### src/rtl/cache_line_state_array.sv
// Per-line Valid/Dirty/PTC store for a SETS x WAYS cache: one line op per cycle, victim selection,
// single-outstanding writeback handshake. Define CACHE_LINE_STATE_PLRU_EN for tree pseudo-LRU replacement.
module cache_line_state_array #(
    parameter int WAY_W = 2,
    parameter int SET_W = 4
) (
    input  logic                    clk,
    input  logic                    rst,
    input  logic                    op_valid,
    output logic                    op_ready,
    input  logic [2:0]              op_code,
    input  logic [SET_W-1:0]        op_set,
    input  logic [WAY_W-1:0]        op_way,
    input  logic                    op_use_victim,
    output logic [(2**WAY_W)-1:0]   rd_v,
    output logic [(2**WAY_W)-1:0]   rd_d,
    output logic [(2**WAY_W)-1:0]   rd_ptc,
    output logic [WAY_W-1:0]        victim_way,
    output logic                    wb_req,
    output logic [SET_W-1:0]        wb_set,
    output logic [WAY_W-1:0]        wb_way,
    input  logic                    wb_ack,
    output logic                    op_err
);
    localparam int WAYS = 2 ** WAY_W;
    localparam int SETS = 2 ** SET_W;

    localparam logic [2:0] OP_NOP     = 3'd0;
    localparam logic [2:0] OP_ALLOC   = 3'd1;
    localparam logic [2:0] OP_FILL    = 3'd2;
    localparam logic [2:0] OP_STORE   = 3'd3;
    localparam logic [2:0] OP_EXTRACT = 3'd4;
    localparam logic [2:0] OP_CLEAN   = 3'd5;
    localparam logic [2:0] OP_INVAL   = 3'd6;

`ifdef CACHE_LINE_STATE_PLRU_EN
    localparam int REPL_W = WAYS - 1;

    // Tree bits are heap-ordered (children of node n at 2n+1, 2n+2); a 1 points to the upper half.
    function automatic logic [WAY_W-1:0] plru_victim(input logic [REPL_W-1:0] t);
        logic [WAY_W-1:0] w;
        int n;
        w = '0;
        n = 0;
        for (int l = 0; l < WAY_W; l++) begin
            w[WAY_W-1-l] = t[n];
            n = 2 * n + 1 + int'(t[n]);
        end
        return w;
    endfunction

    function automatic logic [REPL_W-1:0] plru_touch(input logic [REPL_W-1:0] t,
                                                     input logic [WAY_W-1:0] w);
        logic [REPL_W-1:0] r;
        int n;
        r = t;
        n = 0;
        for (int l = 0; l < WAY_W; l++) begin
            r[n] = ~w[WAY_W-1-l];
            n = 2 * n + 1 + int'(w[WAY_W-1-l]);
        end
        return r;
    endfunction
`else
    localparam int REPL_W = WAY_W;
`endif

    typedef enum logic {S_IDLE, S_WB} wb_state_e;

    logic [SETS-1:0][WAYS-1:0]   v_q, v_d, d_q, d_d, ptc_q, ptc_d;
    logic [SETS-1:0][REPL_W-1:0] repl_q, repl_d;
    wb_state_e                   state_q, state_d;
    logic [SET_W-1:0]            wb_set_q, wb_set_d;
    logic [WAY_W-1:0]            wb_way_q, wb_way_d;
    logic                        wb_ext_q, wb_ext_d;
    logic                        op_err_q, op_err_d;

    logic [WAY_W-1:0] repl_choice;
    logic [WAY_W-1:0] cand;
    logic             found;
    logic [WAY_W-1:0] tgt_way;
    logic             cur_v, cur_d, cur_ptc;
    logic             touch;

    assign rd_v     = v_q[op_set];
    assign rd_d     = d_q[op_set];
    assign rd_ptc   = ptc_q[op_set];
    assign op_ready = (state_q == S_IDLE);
    assign wb_req   = (state_q == S_WB);
    assign wb_set   = wb_set_q;
    assign wb_way   = wb_way_q;
    assign op_err   = op_err_q;

`ifdef CACHE_LINE_STATE_PLRU_EN
    assign repl_choice = plru_victim(repl_q[op_set]);
`else
    assign repl_choice = repl_q[op_set];
`endif

    // Free way first; otherwise the replacement pick, stepping upward past lines still filling.
    always_comb begin
        victim_way = '0;
        found      = 1'b0;
        cand       = '0;
        for (int w = 0; w < WAYS; w++) begin
            if (!found && !v_q[op_set][w] && !ptc_q[op_set][w]) begin
                victim_way = WAY_W'(w);
                found      = 1'b1;
            end
        end
        for (int k = 0; k < WAYS; k++) begin
            cand = repl_choice + WAY_W'(k);
            if (!found && !ptc_q[op_set][cand]) begin
                victim_way = cand;
                found      = 1'b1;
            end
        end
    end

    always_comb begin
        v_d      = v_q;
        d_d      = d_q;
        ptc_d    = ptc_q;
        repl_d   = repl_q;
        state_d  = state_q;
        wb_set_d = wb_set_q;
        wb_way_d = wb_way_q;
        wb_ext_d = wb_ext_q;
        op_err_d = 1'b0;
        touch    = 1'b0;
        tgt_way  = (op_code == OP_ALLOC && op_use_victim) ? victim_way : op_way;
        cur_v    = v_q[op_set][tgt_way];
        cur_d    = d_q[op_set][tgt_way];
        cur_ptc  = ptc_q[op_set][tgt_way];

        if (state_q == S_WB) begin
            if (wb_ack) begin
                d_d[wb_set_q][wb_way_q] = 1'b0;
                if (wb_ext_q) begin
                    v_d[wb_set_q][wb_way_q]   = 1'b0;
                    ptc_d[wb_set_q][wb_way_q] = 1'b0;
                end
                state_d = S_IDLE;
            end
        end else if (op_valid) begin
            case (op_code)
                OP_NOP: ;
                OP_ALLOC: begin
                    if (cur_v && cur_d) begin
                        op_err_d = 1'b1;
                    end else begin
                        ptc_d[op_set][tgt_way] = 1'b1;
                        v_d[op_set][tgt_way]   = 1'b0;
                        d_d[op_set][tgt_way]   = 1'b0;
                        touch                  = 1'b1;
                    end
                end
                OP_FILL: begin
                    if (cur_ptc) begin
                        ptc_d[op_set][tgt_way] = 1'b0;
                        v_d[op_set][tgt_way]   = 1'b1;
                        touch                  = 1'b1;
                    end else begin
                        op_err_d = 1'b1;
                    end
                end
                OP_STORE: begin
                    if (cur_v && !cur_ptc) begin
                        d_d[op_set][tgt_way] = 1'b1;
                        touch                = 1'b1;
                    end else begin
                        op_err_d = 1'b1;
                    end
                end
                OP_EXTRACT, OP_CLEAN: begin
                    if (cur_v && cur_d) begin
                        state_d  = S_WB;
                        wb_set_d = op_set;
                        wb_way_d = tgt_way;
                        wb_ext_d = (op_code == OP_EXTRACT);
                    end else if (cur_v && op_code == OP_EXTRACT) begin
                        v_d[op_set][tgt_way]   = 1'b0;
                        d_d[op_set][tgt_way]   = 1'b0;
                        ptc_d[op_set][tgt_way] = 1'b0;
                    end
                end
                OP_INVAL: begin
                    v_d[op_set][tgt_way]   = 1'b0;
                    d_d[op_set][tgt_way]   = 1'b0;
                    ptc_d[op_set][tgt_way] = 1'b0;
                end
                default: op_err_d = 1'b1;
            endcase
        end

`ifdef CACHE_LINE_STATE_PLRU_EN
        if (touch) repl_d[op_set] = plru_touch(repl_q[op_set], tgt_way);
`else
        if (touch && op_code == OP_ALLOC && op_use_victim) repl_d[op_set] = repl_q[op_set] + REPL_W'(1);
`endif
    end

    always_ff @(posedge clk or posedge rst) begin
        if (rst) begin
            v_q      <= '0;
            d_q      <= '0;
            ptc_q    <= '0;
            repl_q   <= '0;
            state_q  <= S_IDLE;
            wb_set_q <= '0;
            wb_way_q <= '0;
            wb_ext_q <= 1'b0;
            op_err_q <= 1'b0;
        end else begin
            v_q      <= v_d;
            d_q      <= d_d;
            ptc_q    <= ptc_d;
            repl_q   <= repl_d;
            state_q  <= state_d;
            wb_set_q <= wb_set_d;
            wb_way_q <= wb_way_d;
            wb_ext_q <= wb_ext_d;
            op_err_q <= op_err_d;
        end
    end
endmodule

### config.mk
export PLATFORM = sky130hd
export DESIGN_NAME = cache_line_state_array
export DESIGN_NICKNAME = d
export VERILOG_FILES = /design/src/rtl/cache_line_state_array.sv
export SDC_FILE = /design/constraint.sdc
export NUM_CORES = 1
export LEC_CHECK = 0
export BUFFER_PORTS_ARGS = -buffer_cell sky130_fd_sc_hd__buf_2
export CAP_MARGIN = 10
export CORE_MARGIN = 3
export CORE_UTILIZATION = 30
export CTS_CLUSTER_SIZE = 28
export DETAILED_ROUTE_END_ITERATION = 8
export HOLD_SLACK_MARGIN = 0.12
export MAX_ROUTING_LAYER = met4
export PLACE_DENSITY = 0.52
export SLEW_MARGIN = 15
export SYNTH_ARGS = -nofsm -noshare
export SYNTH_HDL_FRONTEND = slang
export SYNTH_SLANG_ARGS = --single-unit
### constraint.sdc
create_clock -name clk -period 11.2 [get_ports clk]
set_clock_uncertainty 0.05 [all_clocks]
set_input_delay 1.12 -clock clk [delete_from_list [all_inputs] [get_ports clk]]
set_output_delay 1.12 -clock clk [all_outputs]
set_load 0.005 [all_outputs]
# Yosys cells after proc, flatten, opt, wreduce, memory -nomap -nowiden
# Index checks and enable logic that the tools add are counted.
# W data, S select, Z words.
[classes]
add_sub_neg = 3
order_cmp = 12
n_eq_ne = 13
mux = 90
bitwise_logic = 12
n_reduce_logical = 50
[ops]
columns = ["op", "n"]
rows = [
  ["$mux W64", 23],
  ["$pmux W64 S4", 3],
  ["$and A64 B64 Y64", 6],
  ["$or A64 B64 Y64", 3],
  ["$not A64 Y64", 2],
  ["$bmux W4 S4", 3],
  ["$bwmux W32", 1],
  ["$demux W4 S4", 2],
  ["$mux W1", 31],
  ["$logic_and A1 B1 Y1", 21],
  ["$logic_not A1 Y1", 20],
  ["$mux W4", 5],
  ["$lt A2 B3 Y1 const B", 6],
  ["$mux W2", 9],
  ["$ne A3 B3 Y1 const B", 5],
  ["$bmux W1 S2", 7],
  ["$lt A4 B5 Y1 const B", 2],
  ["$reduce_bool A5 Y1", 2],
  ["$eq A3 B3 Y1 const B", 3],
  ["$bmux W2 S4", 1],
  ["$demux W2 S4", 1],
  ["$ge A4 B1 Y1 const B", 2],
  ["$reduce_and A8 Y1", 1],
  ["$reduce_and A7 Y1", 1],
  ["16 further kinds", 20],
]
[totals]
regBits = 233
input_bits = 14
out_inout_bits = 23
elab_cells = 249

# Depth between registers and ports, before layout
[logic_depth]
depth_word = 43
ltp_mapped = 19
mapped_depth_nobuf = 12

# Worst setup path after synthesis
# Ideal clock, no wire load.
[synth_timing]
path_kind = "input to register"
startpoint = "input port op_set[0]"
endpoint = "register (tool-made name)"
setup_time_ns = 0.122
arrival_time_ns = 5.047
required_time_ns = 11.028
setup_slack_ns = 5.981
stages = 16
path_buffers = 7
path_cell_list = "buf_6 buf_6 buf_2 buf_2 clkbuf_1 mux4_2 mux4_2 nand2_1 a21oi_1 inv_1 a31oi_1 a21o_1 buf_2 clkbuf_1 or4_1 a32o_1"
[synth_lines]
columns = ["element", "line", "source"]
rows = [
  ["start: declaration", "12", "input logic [SET_W-1:0] op_set,"],
]

==> flow_summary.ini <==
[routing]
num_vias = 12060
via_per_inst = 6.359
drtIter0Drc = 1283
dr.pass1.iters = 6
drc = 0
wirelength_um = 51220
routedWlPerCell_um = 27.00
ant_nets = 0

[sta]
hold_viol_final = 0
period_minus_slack_ns = 7.513
drv_slew = 0
max_freq_ghz = 0.1331
max_slew_margin_pct = 29.77
timing.setup.tns_ns = 0
min_period_over_period_pct = 67.08
rsz0062_at_grt = false
finalSetupViolCount = 0
worst_pin_slew_ns = 1.054

[yosys]
seq_area_frac_synth_pct = 41.87
synth_common_cells = dfrtp_1 (233), nor2_1 (145), a32o_1 (129), clkbuf_1 (96), nand2_1 (71)
syn_area_per_cell_um2 = 10.47
synthTopCellsByArea = dfrtp_1 (42%), mux4_2 (9.9%), a32o_1 (9.3%)
synth.distinct_cells = 65
ys_ff_latch = 233
synth_area_um2 = 13930
yosys_warnings = 0
synth_flop_cell = dfrtp_1
synth_edf_count = 0
synth_top_area_share_pct = 41.87
synth_top_area_cell = dfrtp_1
syn-num-nets = 1344
synth_most_common_cell = dfrtp_1
syn_inst = 1330
postSynth.asyncResetShare_pct = 100.0

[setup_path]
path_class = input port to flop
worstPathRequired_ns = 11.59
crit_top_cell = buf_4
cpPeakStageDelay_ns = 0.86
worstPathArrival_ns = 7.91
crit_path_end_kind = flop
reg2regPathDepth = 15
r2r_slack_ns = 5.20
worstPathMaxFanout = 84
cp-start-kind = input port
path_cells = buf_4 > buf_4 > mux4_2 > nand2_1 > and4_1 > nor4_1 > nor4_1 > o21ai_0 > buf_4 > or2_2 > a221oi_1 > a21o_2 > buf_4 > nor3_2 > buf_4 > buf_4 > a32o_1
crit_slowest_cell = and4_1

[floorplanning]
core_area_um2 = 45580
die_y_um = 221.5
io_pins = 37
start_util_pct = 30.56
dieArea_um2 = 49040
die_w_um = 221.5
row_count = 78

[cells_and_area]
num-fill-cells = 4577
seq_area_um2 = 5831
synthToLayoutAreaGrowth_pct = 11.60
final_nets = 1292
final_core_util_pct = 34.10
layout-drive-gt1-share_pct = 18.27
antennaDiodeCount = 0
multiInputGateArea_um2 = 7396

[worst_hold_path]
min_path_type = flop to flop
whs_path_depth = 1

[global_routing]
antenna_found_initial = 0
grt_first_pass_wirelength_um = 76780
globalRouteOverflowTotal = 0
gr-usage-all-layers_pct = 20.61
grt_max_degree = 94
grt_pass1_vias = 11840

[clock_tree]
cts-root-buf = clkbuf_16
cts_tree = yes
cts.repair.resized = 0
cts_made_buffers = 29
clkSinkCount = 233
cts-hold-fix-buffers = 0
cts_buffer_depth = 3
clock_latency_ns = 0.56
postCtsSetupRepairBufs = 0
ctsHtreeMaxLevel = 1
clk_pin_slew_ns = 0.06

[placement]
gp_congestion = 0.8779
post-dp-hpwl_um = 35620
numPortBuffers = 36

[power]
p_leak_nw = 6.038
ir_worst_vdd_mv = 0.1267
power_density_nw_per_um2 = 139.4

[job]
drv_cap = 0

[run_status]
status = complete, no violations
-- cell type report --
class,instances,area share [%]
Clock buffer,36,5.161
Sequential cell,233,37.52
Tap cell,600,4.831
Inverter,53,1.328
Multi-Input combinational cell,898,47.59
Clock inverter,14,1.095
Timing Repair Buffer,63,2.480
-- worst max-delay path: cells and delay by family --
family,cells,cell delay (ns)
AO/OA/AOI/OAI,4,1.20
buffers and inverters,6,2.76
multiplexers,1,0.59
AND/OR/NAND/NOR,6,2.07
-- logic make-up after synthesis --
kind of cell              count (synthesis)  share of synthesized area [%]
AOI/OAI and AO/OA                       409                          25.44
and+or+nand+nor                         388                          13.69
DFF                                     233                          41.87
buffers and inverters                   199                          5.930
muxes                                   100                          13.01
xor gates and xnor gates                  1                        0.06290
-- through the flow --
stage | power (mW) | instances | instance area [µm²] | worst slack [ns] | hold WS (ns)
after floorplan | 1.129 | 1330 | 13930 | 3.640 | 0.4105
after global placement | 1.216 | 1847 | 14560 | 3.249 | 0.4193
after detailed placement | 1.221 | 1847 | 14560 | 3.139 | 0.4267
after CTS | 2.182 | 1897 | 15530 | 3.714 | 0.4400
after global routing | 2.241 | 1897 | 15540 | 3.249 | 0.4459
final | 2.167 | 1897 | 15540 | 3.687 | 0.4373
-- routing by layer --
metal / up-vias / GRT usage [%] / wire length [µm]
li1: 5221 / - / -
met1: 6212 / 26.94 / 21530
met2: 526 / 32.62 / 24160
met3: 104 / 3.502 / 3495
met4: 0 / 7.038 / 2039
met5: - / - / 0
-- cell usage in the layout (no fill, tap or decap), types with 5 or more instances in the layout --
cell type,Yosys,final
o21ai_0,14,14
or3_1,7,7
a2111oi_0,41,41
mux2_2,38,38
a22oi_1,58,58
nor2b_1,7,7
a32o_1,129,129
o2111ai_1,27,26
dfrtp_1,233,233
nand3_1,29,29
o2bb2ai_1,38,38
nand4_1,31,31
clkbuf_8,0,5
nand2_1,71,71
nor2_1,145,143
buf_2,38,35
or4_1,41,41
buf_4,1,28
mux4_2,61,61
nor3_1,18,15
a22o_1,46,46
inv_1,52,51
a21oi_1,17,14
nand2b_1,12,12
clkbuf_16,0,29
-- where the power goes --
part | total [mW] | switching (mW) | internal (mW)
logic | 0.294 | 0.197 | 0.0971
registers | 0.917 | 0.0265 | 0.890
clock network | 0.956 | 0.381 | 0.575
total | 2.17 | 0.604 | 1.56
-- worst max-delay path by stage --
stage | start | endpoint | slack [ns] | cells after the start
after CTS | op_set[0] | flop | 3.71 | 17
after detailed placement | op_set[0] | flop | 3.14 | 17
after global placement | op_set[0] | flop | 3.25 | 17
after global routing | op_set[0] | flop | 3.25 | 17
after floorplan | rst | async pin | 3.64 | 1
final | op_set[0] | flop | 3.69 | 17
Power figures use the tool's default switching activity.
